$ cat src/rtl/fixed_point_divide_seq_if.sv
// -----------------------------------------------------------------------------
// fixed_point_divide_seq_if
// Handshake bundle for the sequential Q4.11 sign-magnitude divider.
//
// Signals:
//   in_valid    upstream has operands a/b ready
//   in_ready    divider can accept operands (idle)
//   a, b        dividend / divisor, sign-magnitude
//   out_valid   quotient valid, held until out_ready
//   out_ready   downstream accepts the quotient
//   c           quotient, sign-magnitude
//   overflow    quotient magnitude saturated
//   div_by_zero divisor magnitude was zero
//   busy        divider is dividing or holding a result
//
// Modports: master = upstream/downstream side, slave = divider.
// -----------------------------------------------------------------------------
interface fixed_point_divide_seq_if #(
    parameter int BITSIZE = 16
);
    logic               in_valid;
    logic               in_ready;
    logic [BITSIZE-1:0] a;
    logic [BITSIZE-1:0] b;
    logic               out_valid;
    logic               out_ready;
    logic [BITSIZE-1:0] c;
    logic               overflow;
    logic               div_by_zero;
    logic               busy;

    modport master (
        output in_valid, a, b, out_ready,
        input  in_ready, out_valid, c, overflow, div_by_zero, busy
    );

    modport slave (
        input  in_valid, a, b, out_ready,
        output in_ready, out_valid, c, overflow, div_by_zero, busy
    );
endinterface

$ cat src/rtl/fixed_point_divide_seq.sv
// -----------------------------------------------------------------------------
// fixed_point_divide_seq
// Sequential sign-magnitude fixed-point divider: c = a / b in the same
// BITSIZE-bit format as the datapath multiplier (sign bit, then magnitude
// with FRAC fraction bits). Restoring division, one quotient bit per cycle,
// ITER = BITSIZE-1+FRAC iterations. Oversized quotients saturate, a zero
// divisor magnitude yields a saturated result with div_by_zero set.
//
// Ports:
//   clk  rising-edge clock
//   rst  synchronous active-high reset
//   bus  slave side of fixed_point_divide_seq_if (valid/ready in and out,
//        operands, quotient, overflow, div_by_zero, busy)
// -----------------------------------------------------------------------------
module fixed_point_divide_seq #(
    parameter int BITSIZE = 16,
    parameter int FRAC    = 11
) (
    input  logic                     clk,
    input  logic                     rst,
    fixed_point_divide_seq_if.slave  bus
);
    localparam int MAGW = BITSIZE - 1;
    localparam int ITER = MAGW + FRAC;
    localparam int CNTW = $clog2(ITER + 1);

    typedef enum logic [1:0] {IDLE, DIV, DONE} state_t;

    state_t            state_q, state_d;
    logic              sign_q, sign_d;
    logic [MAGW-1:0]   mag_b_q, mag_b_d;
    logic [ITER-1:0]   dividend_q, dividend_d;
    logic [ITER-1:0]   quot_q, quot_d;
    logic [MAGW:0]     rem_q, rem_d;
    logic [CNTW-1:0]   cnt_q, cnt_d;
    logic [BITSIZE-1:0] c_q, c_d;
    logic              overflow_q, overflow_d;
    logic              dbz_q, dbz_d;
    logic              out_valid_q, out_valid_d;

    logic [MAGW:0]     rem_shift;
    logic [MAGW:0]     rem_next;
    logic              q_bit;
    logic [ITER-1:0]   quot_next;
    logic              res_ovf;
    logic [MAGW-1:0]   res_mag;
    logic              res_sign;

    // State register: all flops, cleared synchronously
    always_ff @(posedge clk) begin
        if (rst) begin
            state_q     <= IDLE;
            sign_q      <= 1'b0;
            mag_b_q     <= '0;
            dividend_q  <= '0;
            quot_q      <= '0;
            rem_q       <= '0;
            cnt_q       <= '0;
            c_q         <= '0;
            overflow_q  <= 1'b0;
            dbz_q       <= 1'b0;
            out_valid_q <= 1'b0;
        end else begin
            state_q     <= state_d;
            sign_q      <= sign_d;
            mag_b_q     <= mag_b_d;
            dividend_q  <= dividend_d;
            quot_q      <= quot_d;
            rem_q       <= rem_d;
            cnt_q       <= cnt_d;
            c_q         <= c_d;
            overflow_q  <= overflow_d;
            dbz_q       <= dbz_d;
            out_valid_q <= out_valid_d;
        end
    end

    // One restoring step plus result formation from the quotient that
    // includes this cycle's bit. The remainder stays below mag_b, so the
    // shifted value always fits in MAGW+1 bits.
    always_comb begin
        rem_shift = {rem_q[MAGW-1:0], dividend_q[ITER-1]};
        q_bit     = (rem_shift >= {1'b0, mag_b_q});
        rem_next  = q_bit ? (rem_shift - {1'b0, mag_b_q}) : rem_shift;
        quot_next = {quot_q[ITER-2:0], q_bit};
        res_ovf   = |quot_next[ITER-1:MAGW];
        res_mag   = res_ovf ? '1 : quot_next[MAGW-1:0];
        // A zero magnitude is never given a negative sign
        res_sign  = sign_q & (res_ovf | (res_mag != '0));
    end

    // Next-state and datapath update
    always_comb begin
        state_d     = state_q;
        sign_d      = sign_q;
        mag_b_d     = mag_b_q;
        dividend_d  = dividend_q;
        quot_d      = quot_q;
        rem_d       = rem_q;
        cnt_d       = cnt_q;
        c_d         = c_q;
        overflow_d  = overflow_q;
        dbz_d       = dbz_q;
        out_valid_d = out_valid_q;
        case (state_q)
            IDLE: begin
                if (bus.in_valid) begin
                    sign_d  = bus.a[BITSIZE-1] ^ bus.b[BITSIZE-1];
                    mag_b_d = bus.b[MAGW-1:0];
                    if (bus.b[MAGW-1:0] == '0) begin
                        // Zero divisor: saturate with the dividend's sign
                        state_d     = DONE;
                        c_d         = {bus.a[BITSIZE-1], {MAGW{1'b1}}};
                        overflow_d  = 1'b0;
                        dbz_d       = 1'b1;
                        out_valid_d = 1'b1;
                    end else begin
                        state_d    = DIV;
                        dividend_d = {bus.a[MAGW-1:0], {FRAC{1'b0}}};
                        rem_d      = '0;
                        quot_d     = '0;
                        cnt_d      = CNTW'(ITER);
                    end
                end
            end
            DIV: begin
                rem_d      = rem_next;
                quot_d     = quot_next;
                dividend_d = {dividend_q[ITER-2:0], 1'b0};
                cnt_d      = cnt_q - CNTW'(1);
                if (cnt_q == CNTW'(1)) begin
                    state_d     = DONE;
                    c_d         = {res_sign, res_mag};
                    overflow_d  = res_ovf;
                    dbz_d       = 1'b0;
                    out_valid_d = 1'b1;
                end
            end
            DONE: begin
                if (bus.out_ready) begin
                    out_valid_d = 1'b0;
                    state_d     = IDLE;
                end
            end
            default: state_d = IDLE;
        endcase
    end

    // Outputs: handshake status decodes from state, results are registered
    always_comb begin
        bus.in_ready    = (state_q == IDLE);
        bus.busy        = (state_q != IDLE);
        bus.out_valid   = out_valid_q;
        bus.c           = c_q;
        bus.overflow    = overflow_q;
        bus.div_by_zero = dbz_q;
    end
endmodule

$ cat src/flat_wrapper.sv
// flat-port wrapper written by rule: the top's interface ports become plain ports
module fixed_point_divide_seq_flat 
#(
    parameter int BITSIZE = 16,
    parameter int FRAC    = 11
)
  (clk, rst, bus_in_valid, bus_a, bus_b, bus_out_ready, bus_in_ready, bus_out_valid, bus_c, bus_overflow, bus_div_by_zero, bus_busy);
  fixed_point_divide_seq_if #(.BITSIZE(BITSIZE)) bus_i ();
  input  logic clk;
  input  logic rst;
  input wire logic [$bits(bus_i.in_valid)-1:0] bus_in_valid;
  input wire logic [$bits(bus_i.a)-1:0] bus_a;
  input wire logic [$bits(bus_i.b)-1:0] bus_b;
  input wire logic [$bits(bus_i.out_ready)-1:0] bus_out_ready;
  output wire logic [$bits(bus_i.in_ready)-1:0] bus_in_ready;
  output wire logic [$bits(bus_i.out_valid)-1:0] bus_out_valid;
  output wire logic [$bits(bus_i.c)-1:0] bus_c;
  output wire logic [$bits(bus_i.overflow)-1:0] bus_overflow;
  output wire logic [$bits(bus_i.div_by_zero)-1:0] bus_div_by_zero;
  output wire logic [$bits(bus_i.busy)-1:0] bus_busy;
  assign bus_i.in_valid = bus_in_valid;
  assign bus_i.a = bus_a;
  assign bus_i.b = bus_b;
  assign bus_i.out_ready = bus_out_ready;
  assign bus_in_ready = bus_i.in_ready;
  assign bus_out_valid = bus_i.out_valid;
  assign bus_c = bus_i.c;
  assign bus_overflow = bus_i.overflow;
  assign bus_div_by_zero = bus_i.div_by_zero;
  assign bus_busy = bus_i.busy;
  fixed_point_divide_seq #(.BITSIZE(BITSIZE), .FRAC(FRAC)) u_core (.clk(clk), .rst(rst), .bus(bus_i));
endmodule
$ cat config.mk
export PLATFORM = sky130hd
export DESIGN_NAME = fixed_point_divide_seq_flat
export DESIGN_NICKNAME = d
export VERILOG_FILES = /design/src/rtl/fixed_point_divide_seq_if.sv /design/src/rtl/fixed_point_divide_seq.sv /design/src/flat_wrapper.sv
export SDC_FILE = /design/constraint.sdc
export NUM_CORES = 1
export LEC_CHECK = 0
export ABC_AREA = 1
export CAP_MARGIN = 20
export CORE_UTILIZATION = 57
export CTS_BUF_LIST = sky130_fd_sc_hd__clkbuf_8 sky130_fd_sc_hd__clkbuf_16
export DETAILED_ROUTE_END_ITERATION = 10
export HOLD_SLACK_MARGIN = 0.06
export PLACE_DENSITY = 0.79
export SETUP_SLACK_MARGIN = 0.3
export SYNTH_ARGS = -nofsm -noshare
export SYNTH_HDL_FRONTEND = slang
export SYNTH_SLANG_ARGS = --single-unit
$ cat constraint.sdc
create_clock -name clk -period 2.9 [get_ports clk]
set_clock_uncertainty 0.1 [all_clocks]
set_input_delay 0.58 -clock clk [delete_from_list [all_inputs] [get_ports clk]]
set_output_delay 0.58 -clock clk [all_outputs]
set_load 0.005 [all_outputs]
* Word-level counts from Yosys, hierarchy flattened
Cells that the tools add are included.
** Operators by class
- Multiplexer cells :: 34
- $lt $le $gt $ge :: 1
- Add/sub/neg operators :: 2
- Equal/unequal tests :: 8
- Reduce and logical (&&, ||, !) cells :: 12
- Bitwise operators :: 3
** Operator list (count)
- 15-bit two-way mux :: 4
- 26-bit two-way mux :: 2
- 26-bit one-hot mux with 2 select lines :: 1
- 25-bit two-way mux :: 2
- 25-bit one-hot mux with 2 select lines :: 1
- 16-bit two-way mux :: 3
- 16-bit one-hot mux with 2 select lines :: 1
- 15-bit one-hot mux with 2 select lines :: 1
- 16-bit by 15-bit >= comparator with 1-bit output :: 1
- 15-bit logical NOT :: 1
- 15-bit nonzero test :: 1
- 15-bit subtractor :: 1
- 11-bit OR reduction :: 1
- 5-bit two-way mux :: 2
- 5-bit one-hot mux with 2 select lines :: 1
- 1-bit two-way mux :: 8
- 2-bit two-way mux :: 4
- 2-bit != test, second input constant :: 3
- 2-bit one-hot mux with 3 select lines :: 1
- 3-bit AND reduction :: 2
- 5-bit by 1-bit equality test with 1-bit output, second input constant :: 1
- 5-bit AND reduction :: 1
- 5-bit by 1-bit subtractor with 5-bit output, second input constant :: 1
- 2-bit by 1-bit != test with 1-bit output, second input constant :: 2
- other kinds (12) :: 14
** Word-level totals
- Register bits :: 108
- Output and inout port bits :: 21
- Input port bits :: 36
- Word-level logic and storage cells :: 71

* Logic depth before layout (Yosys ltp)
Gate-level depths: netlist of run 1.
- Depth after elaboration :: 7
- Depth in mapped cells :: 14
- Depth with buffers taken out :: 14

* Worst setup path after synthesis of run 1
No wires, ideal clock.
- Path kind :: register to register
- Start :: register u_core.dividend_q[25]
- End :: register u_core.rem_q[8]
- Clock period less this slack :: 2.052 ns
- Path buffers :: 1
- Path slack :: 0.848 ns
- Arrival time :: 1.819 ns
- Stages on the path, launching flop included :: 15
- Data required time :: 2.668 ns
- Library setup time :: 0.132 ns
- Cells stage by stage :: dfxtp_1 > inv_1 > ha_1 > fa_1 > inv_1 > nand3_1 > nand2_2 > nand2_1 > nand3_1 > nand2_2 > nand2_4 > buf_6 > nand2_1 > nand3_1 > a21oi_1
** On the way
- Word-level cells in the longest chain between the ends :: 3
- Elaborated cells between the ends (all ways) :: 4
- Those cells by class :: 1 x add/sub; 1 x order compare; 2 x mux
** Ends and longest elaborated chain
- from (decl) :: line fixed_point_divide_seq.sv:32 : logic [ITER-1:0] dividend_q, dividend_d;
- from (signal assigned) :: line fixed_point_divide_seq.sv:67 : dividend_q <= dividend_d;
- 15-bit subtractor / 16-bit by 15-bit >= comparator with 1-bit output (equally long branches) :: line fixed_point_divide_seq.sv:84, fixed_point_divide_seq.sv:83
- 15-bit two-way mux * :: line fixed_point_divide_seq.sv:84 : rem_next = q_bit ? (rem_shift - {1'b0, mag_b_q}) : rem_shift;
- 15-bit one-hot mux with 2 select lines * :: line fixed_point_divide_seq.sv:105 : case (state_q)
- to (signal assigned) :: line fixed_point_divide_seq.sv:69 : rem_q <= rem_d;
- to (decl) :: line fixed_point_divide_seq.sv:34 : logic [MAGW:0] rem_q, rem_d;
Mark *: on every way between the ends. The rest lies on a longest branch, timed or not.
A chain may end at the register's enable or synchronous reset.

* Worst setup path in the final report of run 1
- Start :: register u_core.state_q[0]
- End :: output port bus_in_ready
** On the way
- Word-level cells in the longest chain between the ends :: 1
** Ends and longest elaborated chain
- from (decl) :: line fixed_point_divide_seq.sv:29 : state_t state_q, state_d;
- from (signal assigned) :: line fixed_point_divide_seq.sv:64 : state_q <= state_d;
- 2-bit logical NOT :: line fixed_point_divide_seq.sv:151 : bus.in_ready = (state_q == IDLE);
- to (decl) :: line flat_wrapper.sv:15 : output wire logic [$bits(bus_i.in_ready)-1:0] bus_in_ready;
No other way between the ends.

==> results.py, run 1 <==
metrics = {
    "worst_setup_path": {
        "end_kind": "output pin",
        "path_max_fanout": 9,
        "critPathSlowestCell": "clkdlybuf4s50_1",
        "rr_startpoint": "u_core.state_q[0]",
        "crit_arrival_ns": 1.79,
        "reg2reg_to": "u_core.rem_q[14]",
        "startpoint": "u_core.state_q[0]",
        "worst_setup_path_start_kind": "flop",
        "r2r_slack_ns": 0.48,
        "cp_cell_sequence": "inv_1, ha_1, clkdlybuf4s50_1",
        "cp_slowest_stage_delay_ns": 0.58,
        "worstSetupPathType": "reg -> out",
        "cp.required_ns": 2.22,
        "r2r_cells": 10,
    },
    "timing": {
        "totalNegativeSetupSlack_ns": 0,
        "period_share_pct": 85.1,
        "drv_slew": 0,
        "fin_crit_ns": 2.47,
        "finalSetupViolCount": 0,
        "fin_ws_ns": 0.433,
        "max_freq_ghz": 0.405,
        "tightest_slew_ns": 0.852,
        "max-slew-margin-rel_pct": 43.1,
        "hold_viol": 0,
        "rsz0062_at_grt": "false",
    },
    "hold_path": {
        "worstHoldEndpoint": "u_core.bus.div_by_zero",
        "hp-class": "reg -> reg",
        "hp-start": "u_core.bus.div_by_zero",
        "min_path_cells": 2,
    },
    "grt": {
        "grt_pass1_vias": 4576,
        "track_usage_pct": 27.5,
        "grt-ovfl-total": 0,
        "grt_start_max_net_pins": 64,
        "antenna_found_initial": 0,
        "grt_pass1_wl_um": 21300,
    },
    "yosys": {
        "syn_inst": 739,
        "ys_types": 38,
        "yosysWarnings": 0,
        "yosys.area.top_type": "dfxtp_1",
        "syn_area_um2": 5120,
        "synth_top_area_share_pct": 37.9,
        "synth_fp_nets": 796,
        "synth-seq-area-share_pct": 37.9,
        "synth_seq_cells": 97,
        "synthTopCellsByArea": "dfxtp_1 38%, nand2_1 15%, a21oi_1 7.1%",
        "synth.avg_cell_area_um2": 6.92,
    },
    "clock_tree": {
        "cts_tree": "yes",
        "cts_buffer_depth": 2,
        "htreeDepth": 3,
        "cts_resized": 0,
        "cts_setup_buffers": 0,
        "cts_hold_buf": 0,
        "clock_latency_ns": 0.37,
        "cts.sink_count": 97,
        "cts_made_buffers": 9,
        "root_buffer": "clkbuf_8",
        "clkTransAtPathRegs_ns": 0.11,
    },
    "outcome": {
        "outcome": "complete, no violations",
    },
    "floorplan": {
        "fp.dieArea_um2": 9360,
        "die_x_um": 96.8,
        "start_util_pct": 58.7,
        "rows": 34,
        "top_level_ports": 57,
        "core_area_um2": 8720,
        "die_y_um": 96.8,
    },
    "place": {
        "preCtsSetupSlack_ns": 0.246,
        "gp_congestion": 0.919,
        "portBuffers": 56,
        "hpwl_um": 8980,
    },
    "drt": {
        "wl_met2_um": 5990,
        "routed.top_layer": "met4",
        "first_pass_iters": 5,
        "drc": 0,
        "wl_met3_um": 537,
        "viasPerCell": 5.41,
        "drt_wl_total_um": 12500,
        "vias": 4826,
        "wl_per_cell_um": 14.0,
        "ant_nets": 0,
        "met1_length_um": 5820,
        "drtIter0Drc": 318,
    },
    "final_layout": {
        "areaGrowthSynthToFinish_pct": 15.0,
        "post-route-util_pct": 67.5,
        "n_antenna_cell": 0,
        "drive_above_1_share_pct": 6.51,
        "fin_nets": 836,
    },
    "pwr": {
        "p_clk_share_pct": 16.5,
        "combPwrFrac_pct": 53.0,
        "p_sw_w": 0.00266,
        "p_per_area_nw_per_um2": 996,
        "p_leak_nw": 2.50,
        "intPower_w": 0.00321,
        "seqPwrFrac_pct": 30.5,
        "switching_share_pct": 45.3,
        "vdd_ir_drop_max_uv": 607,
    },
    "job": {
        "maxCapViolations": 0,
    },
}
-- synth_stat cells --
cell	n
clkinv_1	1
nand3_1	56
buf_4	7
nor4_1	2
nand2_4	1
o21ai_0	35
a21oi_2	2
nor3_1	12
o21ai_1	1
nand2_1	210
xor2_1	2
a21oi_4	2
nor2_2	5
buf_1	1
buf_2	7
o21a_1	1
fa_1	1
ha_1	20
dfxtp_1	97
nand4_1	8
nor2_1	43
nand3b_1	8
nand3b_4	1
o31ai_1	1
a21oi_1	73
xnor2_1	6
o21ai_2	1
a211oi_1	2
nand3_2	2
inv_1	81
and2_1	2
inv_2	4
buf_6	4
nand2_2	7
nor2_4	1
a31oi_1	17
nor2_8	1
clkbuf_1	14
-- metrics by stage --
| step | cell area, µm² | power [W] | hold WS (ns) | cells |
|---|---|---|---|---|
| 2_1_floorplan | 5120 | 0.00409 | 0.333 | 739 |
| 4_1_cts | 5880 | 0.00587 | 0.376 | 892 |
| 3_5_place_dp | 5660 | 0.00489 | 0.360 | 876 |
| 3_3_place_gp | 5660 | 0.00481 | 0.354 | 876 |
| 6_report | 5890 | 0.00586 | 0.374 | 892 |
| 5_1_grt | 5890 | 0.00635 | 0.392 | 892 |
-- critical path, delay by kind of cell (launching register included) --
kind                     cells  cell delay, ns
flip-flops                   1            0.33
adder cells (fa/ha/maj)      1            0.40
buffers and inverters        2            0.67
-- area by class of cell --
type	count	area (µm²)
Timing Repair Buffer	62	601
Clock inverter	7	95.1
Multi-Input combinational cell	523	2670
Tap cell	108	135
Inverter	86	323
Fill cell	766	2840
Sequential cell	97	1940
Clock buffer	9	124
-- placed cells by master (no fill, tap or decap), drive strengths merged --
cell           count
clkinv             2
nand3b             9
xnor2              6
a211oi             2
nand4              8
fa                 1
dfxtp             97
nor2              50
o31ai              1
inv               90
bufinv             1
and2               2
clkbuf             9
ha                20
nand2            218
a31oi             17
a21oi             77
clkdlybuf4s50     55
o21ai             37
o21a               1
xor2               2
nand3             58
buf                7
nor3              12
nor4               2
-- worst max path at each step --
stage	to	cells past startpoint
finish	bus_in_ready	3
detailed placement	u_core.rem_q[14]	11
global route	u_core.rem_q[14]	10
CTS	bus_in_ready	3
floorplan	u_core.rem_q[8]	14
global placement	u_core.rem_q[14]	11
-- state kept, by name (all words and copies together) (netlist names), 2 cells and up --
name	cells
u_core.dividend_q	15
u_core.state_q	2
u_core.quot_q	25
u_core.cnt_q	5
u_core.mag_b_q	15
u_core.rem_q	15
u_core.bus.c	16
-- cell families (layout without fill, tap and decap cells) --
group	Yosys count	count (layout)	synth area share [%]
simple gates	359	359	30.9
compound gates	135	135	14.5
buf+inv	119	164	10.0
flops	97	97	37.9
fa+ha+maj	21	21	5.28
xor+xnor	8	8	1.37
-- per-layer routing --
layer / vias to the layer above / global-route usage, %
met5: - / 0
met3: 13 / 5.35
met4: 0 / 9.07
li1: 2475 / -
met2: 112 / 45.2
met1: 2226 / 36.3
-- power by group through the flow --
stage	sequential [W]	clock [W]	combinational, W
global placement	0.00180	0	0.00301
global route	0.00182	0.00105	0.00348
floorplan	0.00179	0	0.00230
detailed placement	0.00181	0	0.00307
CTS	0.00179	0.000988	0.00310
finish	0.00179	0.000968	0.00311
(Power assumes the default switching activity.)
==> run 2, diff against run 1 <==
--- a/config.mk
+++ b/config.mk
@@ -7,10 +7,11 @@
 export LEC_CHECK = 0
 export ABC_AREA = 1
 export CAP_MARGIN = 20
+export CORE_MARGIN = 1
 export CORE_UTILIZATION = 57
-export CTS_BUF_LIST = sky130_fd_sc_hd__clkbuf_8 sky130_fd_sc_hd__clkbuf_16
 export DETAILED_ROUTE_END_ITERATION = 10
 export HOLD_SLACK_MARGIN = 0.06
+export MAX_ROUTING_LAYER = met4
 export PLACE_DENSITY = 0.79
 export SETUP_SLACK_MARGIN = 0.3
 export SYNTH_ARGS = -nofsm -noshare
==> run 2 against run 1 <==
Compared with the run above: global-route usage up 0.53 points; clock power is essentially flat; routed wire length is 0.11% lower; highest routed layer unchanged.
==> results.py, run 2 (synthesis gave the netlist of run 1 again) <==
metrics = {
    "final_layout": {
        "layout_common_cells": "210 x nand2_1, 97 x dfxtp_1, 81 x inv_1",
        "areaGrowthSynthToFinish_pct": 16.7,
        "drive_above_1_share_pct": 7.10,
        "final_common_cell": "nand2_1",
        "fin_nets": 841,
        "n_antenna_cell": 0,
        "largest_reg_flops": 25,
        "regMostFlops": "u_core.quot_q",
    },
    "grt": {
        "antenna_found_initial": 0,
        "grt_start_max_net_pins": 64,
        "grt_pass1_wl_um": 21400,
        "grt_pass1_vias": 4786,
        "grt-ovfl-total": 0,
        "track_usage_pct": 28.0,
    },
    "timing": {
        "max-slew-margin-rel_pct": 42.0,
        "tightest_slew_ns": 0.869,
        "rsz0062_at_grt": "false",
        "finalSetupViolCount": 0,
        "fin_crit_ns": 2.45,
        "hold_viol": 0,
        "period_share_pct": 84.3,
        "totalNegativeSetupSlack_ns": 0,
        "drv_slew": 0,
        "max_freq_ghz": 0.409,
    },
    "pwr": {
        "p_leak_nw": 2.55,
        "vdd_ir_drop_max_uv": 636,
        "combPwrFrac_pct": 54.4,
        "seqPwrFrac_pct": 29.6,
        "p_clk_share_pct": 16.0,
        "power.total_w": 0.00605,
        "switching_share_pct": 44.0,
        "intPower_w": 0.00339,
        "p_per_area_nw_per_um2": 1010,
        "p_sw_w": 0.00266,
    },
    "place": {
        "portBuffers": 56,
        "hpwl_um": 8920,
        "gp_congestion": 0.927,
    },
    "clock_tree": {
        "clock_latency_ns": 0.37,
        "cts.sink_count": 97,
        "cts_hold_buf": 0,
        "cts_tree": "yes",
        "cts_made_buffers": 9,
        "cts_buffer_depth": 2,
        "htreeDepth": 3,
        "clkTransAtPathRegs_ns": 0.10,
        "root_buffer": "clkbuf_8",
    },
    "floorplan": {
        "rows": 34,
        "fp.dieArea_um2": 9360,
        "die_y_um": 96.8,
        "start_util_pct": 58.7,
        "top_level_ports": 57,
        "die_x_um": 96.8,
        "core_area_um2": 8720,
    },
    "hold_path": {
        "hp-start": "u_core.mag_b_q[8]",
        "hp-class": "reg -> reg",
    },
    "worst_setup_path": {
        "path_max_fanout": 9,
        "worst_setup_path_start_kind": "flop",
        "end_kind": "output pin",
        "worstSetupPathType": "reg -> out",
        "cp.required_ns": 2.22,
        "rr_startpoint": "u_core.state_q[0]",
        "crit_arrival_ns": 1.77,
        "startpoint": "u_core.state_q[0]",
    },
    "job": {
        "maxCapViolations": 0,
    },
    "drt": {
        "wl_per_cell_um": 13.9,
        "viasPerCell": 5.44,
        "first_pass_iters": 5,
        "vias": 4884,
        "drc": 0,
        "drtIter0Drc": 280,
        "drt_wl_total_um": 12500,
        "ant_nets": 0,
    },
    "outcome": {
        "outcome": "complete, no violations",
    },
}
## run 2: worst paths after layout
kind / slack (ns) / to / depth (start not counted)
min: 0.37 / u_core.mag_b_q[8] / 2
max: 0.45 / bus_in_ready / 3
min reg2reg: 0.37 / u_core.mag_b_q[8] / 2
max reg2reg: 0.51 / u_core.rem_q[14] / 10
## run 2: per-stage QoR
| stage | std cells | util, % | instance area [µm²] | hold slack (ns) | worst slack [ns] |
|---|---|---|---|---|---|
| global route | 897 | 68.5 | 5970 | 0.390 | 0.314 |
| finish | 897 | 68.5 | 5970 | 0.373 | 0.455 |
| global placement | 874 | 64.9 | 5660 | 0.354 | 0.290 |
| detailed placement | 874 | 64.9 | 5660 | 0.358 | 0.209 |
| floorplan | 739 | - | 5120 | 0.333 | 0.848 |
| CTS | 890 | 67.6 | 5900 | 0.375 | 0.371 |
## run 2: cell type report
| cell class | count | area, µm² |
|---|---|---|
| inverter | 86 | 323 |
| clock inverter | 4 | 58.8 |
| clock buffer | 12 | 165 |
| timing repair buffer | 66 | 656 |
| sequential | 97 | 1940 |
| multi-input combinational | 524 | 2690 |
| fill | 777 | 2750 |
| tap | 108 | 135 |
## run 2: metal layers
layer  up-vias  global-route usage (%)  routed length [µm]
met5         -                       -                   0
met4         0                    10.1                 291
met3        21                    3.54                 637
met2       135                    46.3                5920
met1      2244                    35.3                5660
li1       2484                       -                   -
## run 2: critical path, cell delays in order, from the launching register on
cell and delay [ns]:
dfxtp_1 0.33, inv_1 0.09, ha_1 0.39, clkdlybuf4s50_1 0.58
## run 2: power groups by stage
stage	clock (W)	combinational [W]	sequential (W)
3_5_place_dp	0	0.00307	0.00181
3_3_place_gp	0	0.00301	0.00180
2_1_floorplan	0	0.00230	0.00179
4_1_cts	0.000970	0.00313	0.00179
6_report	0.000966	0.00330	0.00179
5_1_grt	0.00102	0.00369	0.00183
## run 2: timing repair
action                                  in CTS  in global routing
setup buffers                                0                  6
gates resized for setup                      2                  1
endpoints found under the setup margin       1                  8
gates cloned                                 0                  1
pin swaps                                    0                  2
==> run 3, diff against run 2 <==
--- a/config.mk
+++ b/config.mk
@@ -8,11 +8,11 @@
 export ABC_AREA = 1
 export CAP_MARGIN = 20
 export CORE_MARGIN = 1
-export CORE_UTILIZATION = 57
+export CORE_UTILIZATION = 51
 export DETAILED_ROUTE_END_ITERATION = 10
 export HOLD_SLACK_MARGIN = 0.06
 export MAX_ROUTING_LAYER = met4
-export PLACE_DENSITY = 0.79
+export PLACE_DENSITY = 0.74
 export SETUP_SLACK_MARGIN = 0.3
 export SYNTH_ARGS = -nofsm -noshare
 export SYNTH_HDL_FRONTEND = slang
==> constraint.sdc (replaced) <==
create_clock -name clk -period 2.24 [get_ports clk]
set_clock_uncertainty 0.1 [all_clocks]
set_input_delay 0.448 -clock clk [delete_from_list [all_inputs] [get_ports clk]]
set_output_delay 0.448 -clock clk [all_outputs]
set_load 0.005 [all_outputs]
==> run 3 against run 2 <==
Compared with the run above: combinational power rose by 77%; flip-flop and latch count did not move; routed wire length rose by 20%; register-to-register slack got worse by 0.40 ns; largest cell class unchanged; global-route usage fell by 0.26 points; final area rose by 13%; power rose by 53%; cell count rose by 7.9%; count of clock-buffer cells in the layout fell by 2; critical path type is now reg -> reg; highest routed layer unchanged; largest power group unchanged.
==> results.py, run 3 (synthesis gave the netlist of run 1 again) <==
metrics = {
    "floorplan": {
        "die_y_um": 102,
        "rows": 36,
        "core_area_um2": 9730,
        "fp.dieArea_um2": 10400,
        "start_util_pct": 52.6,
        "top_level_ports": 57,
        "die_x_um": 102,
    },
    "final_layout": {
        "n_antenna_cell": 0,
        "final_cells": 968,
        "fin_nets": 888,
        "post-route-util_pct": 69.2,
        "drive_above_1_share_pct": 18.1,
        "largest_reg_flops": 25,
        "areaGrowthSynthToFinish_pct": 31.6,
        "layout_common_cells": "202 x nand2_1, 91 x dfxtp_1, 74 x inv_1",
        "regMostFlops": "u_core.quot_q",
        "fin_area_um2": 6730,
        "final_common_cell": "nand2_1",
    },
    "clock_tree": {
        "clkTransAtPathRegs_ns": 0.10,
        "clock_latency_ns": 0.38,
        "cts_tree": "yes",
        "htreeDepth": 3,
        "cts_made_buffers": 9,
        "cts_buffer_depth": 2,
        "root_buffer": "clkbuf_8",
        "cts.sink_count": 97,
    },
    "drt": {
        "drc": 0,
        "vias": 5295,
        "wl_per_cell_um": 15.5,
        "ant_nets": 0,
        "viasPerCell": 5.47,
        "drtIter0Drc": 437,
        "first_pass_iters": 5,
        "drt_wl_total_um": 15000,
    },
    "timing": {
        "drv_slew": 0,
        "max-slew-margin-rel_pct": 62.9,
        "fin_crit_ns": 2.13,
        "tightest_slew_ns": 0.555,
        "hold_viol": 0,
        "max_freq_ghz": 0.470,
        "finalSetupViolCount": 0,
        "totalNegativeSetupSlack_ns": 0,
        "period_share_pct": 95.0,
        "rsz0062_at_grt": "true",
    },
    "place": {
        "gp_congestion": 0.921,
        "portBuffers": 56,
        "hpwl_um": 8970,
        "dp.cells": 916,
        "place_area_um2": 5820,
    },
    "worst_setup_path": {
        "worstSetupPathType": "reg -> reg",
        "cp.required_ns": 2.45,
        "crit_arrival_ns": 2.34,
        "end_kind": "flop",
        "path_max_fanout": 7,
        "worst_setup_path_start_kind": "flop",
    },
    "pwr": {
        "vdd_ir_drop_max_uv": 592,
        "p_per_area_nw_per_um2": 1380,
        "p_leak_nw": 2.86,
    },
    "outcome": {
        "outcome": "complete, no violations",
    },
    "grt": {
        "track_usage_pct": 27.8,
        "grt_pass1_wl_um": 21800,
        "grt-ovfl-total": 0,
        "antenna_found_initial": 0,
        "grt_pass1_vias": 4665,
        "grt_start_max_net_pins": 42,
    },
    "job": {
        "maxCapViolations": 0,
    },
    "hold_path": {
        "hp-class": "in -> reg",
    },
}
run 3: cell types whose count changed in the layout (fill, tap and decap cells not counted), sizes merged, moves of 2 or more:
cell / change
buf: +40
clkdlybuf4s50: -7
clkinvlp: +5
dlymetal6s2s: +5
nor2: +3
clkbuf: +2
run 3: worst paths after layout:
check                           endpoint  slack (ns)  cells past startpoint              startpoint
setup / recovery        u_core.rem_q[12]        0.11                     15   u_core.dividend_q[25]
hold / removal         u_core.mag_b_q[8]        0.29                      3                bus_b[8]
setup reg to reg        u_core.rem_q[12]        0.11                     15   u_core.dividend_q[25]
hold reg to reg   u_core.bus.div_by_zero        0.37                      2  u_core.bus.div_by_zero
run 3: what timing repair did:
action                                  in CTS  in global routing
cloned                                       3                  6
buffers inserted                            18                 10
hold buffers                                 0                  0
pin swaps                                   12                 16
gates resized for setup                     54                 38
endpoints found under the setup margin      76                 78
run 3: stage by stage:
step | total power [W] | hold slack (ns) | setup WS [ns]
after floorplan | 0.00531 | 0.333 | 0.272
after global placement | 0.00639 | 0.351 | -0.204
after detailed placement | 0.00647 | 0.356 | -0.292
after CTS | 0.00831 | 0.371 | 0.218
after global routing | 0.00983 | 0.335 | 0.0315
final | 0.00926 | 0.293 | 0.111
run 3: routing by layer:
metal	track usage, %	up-vias	part of all wire [%]
met5	-	-	0
met4	11.5	0	2.7
met3	3.76	36	5.3
met2	44.5	195	48
met1	35.3	2483	44
li1	-	2581	-
run 3: cell type report:
| class | instances | area (µm²) |
|---|---|---|
| timing repair buffer | 110 | 1140 |
| timing repair inverter | 1 | 7.51 |
| multi-input combinational | 526 | 2960 |
| sequential | 97 | 1950 |
| inverter | 86 | 338 |
| fill | 791 | 3000 |
| tap | 133 | 166 |
| clock buffer | 10 | 128 |
| clock inverter | 5 | 40.0 |
run 3: critical path, stage by stage, from the launching register on:
cell,delay [ns]
dfxtp_2,0.35
inv_2,0.05
ha_4,0.16
fa_2,0.36
inv_2,0.08
nand3_2,0.07
nand2_2,0.08
nand2_2,0.08
nand3_2,0.10
nand2_4,0.11
buf_8,0.17
nand3_1,0.06
nand2_1,0.05
inv_1,0.08
nand2_2,0.06
a21oi_2,0.11
run 3: power by group:
part           switching, W  total [W]  internal [W]
registers          0.000233    0.00235       0.00212
logic               0.00324    0.00585       0.00261
clock network      0.000654    0.00106      0.000408
total               0.00412    0.00926       0.00514
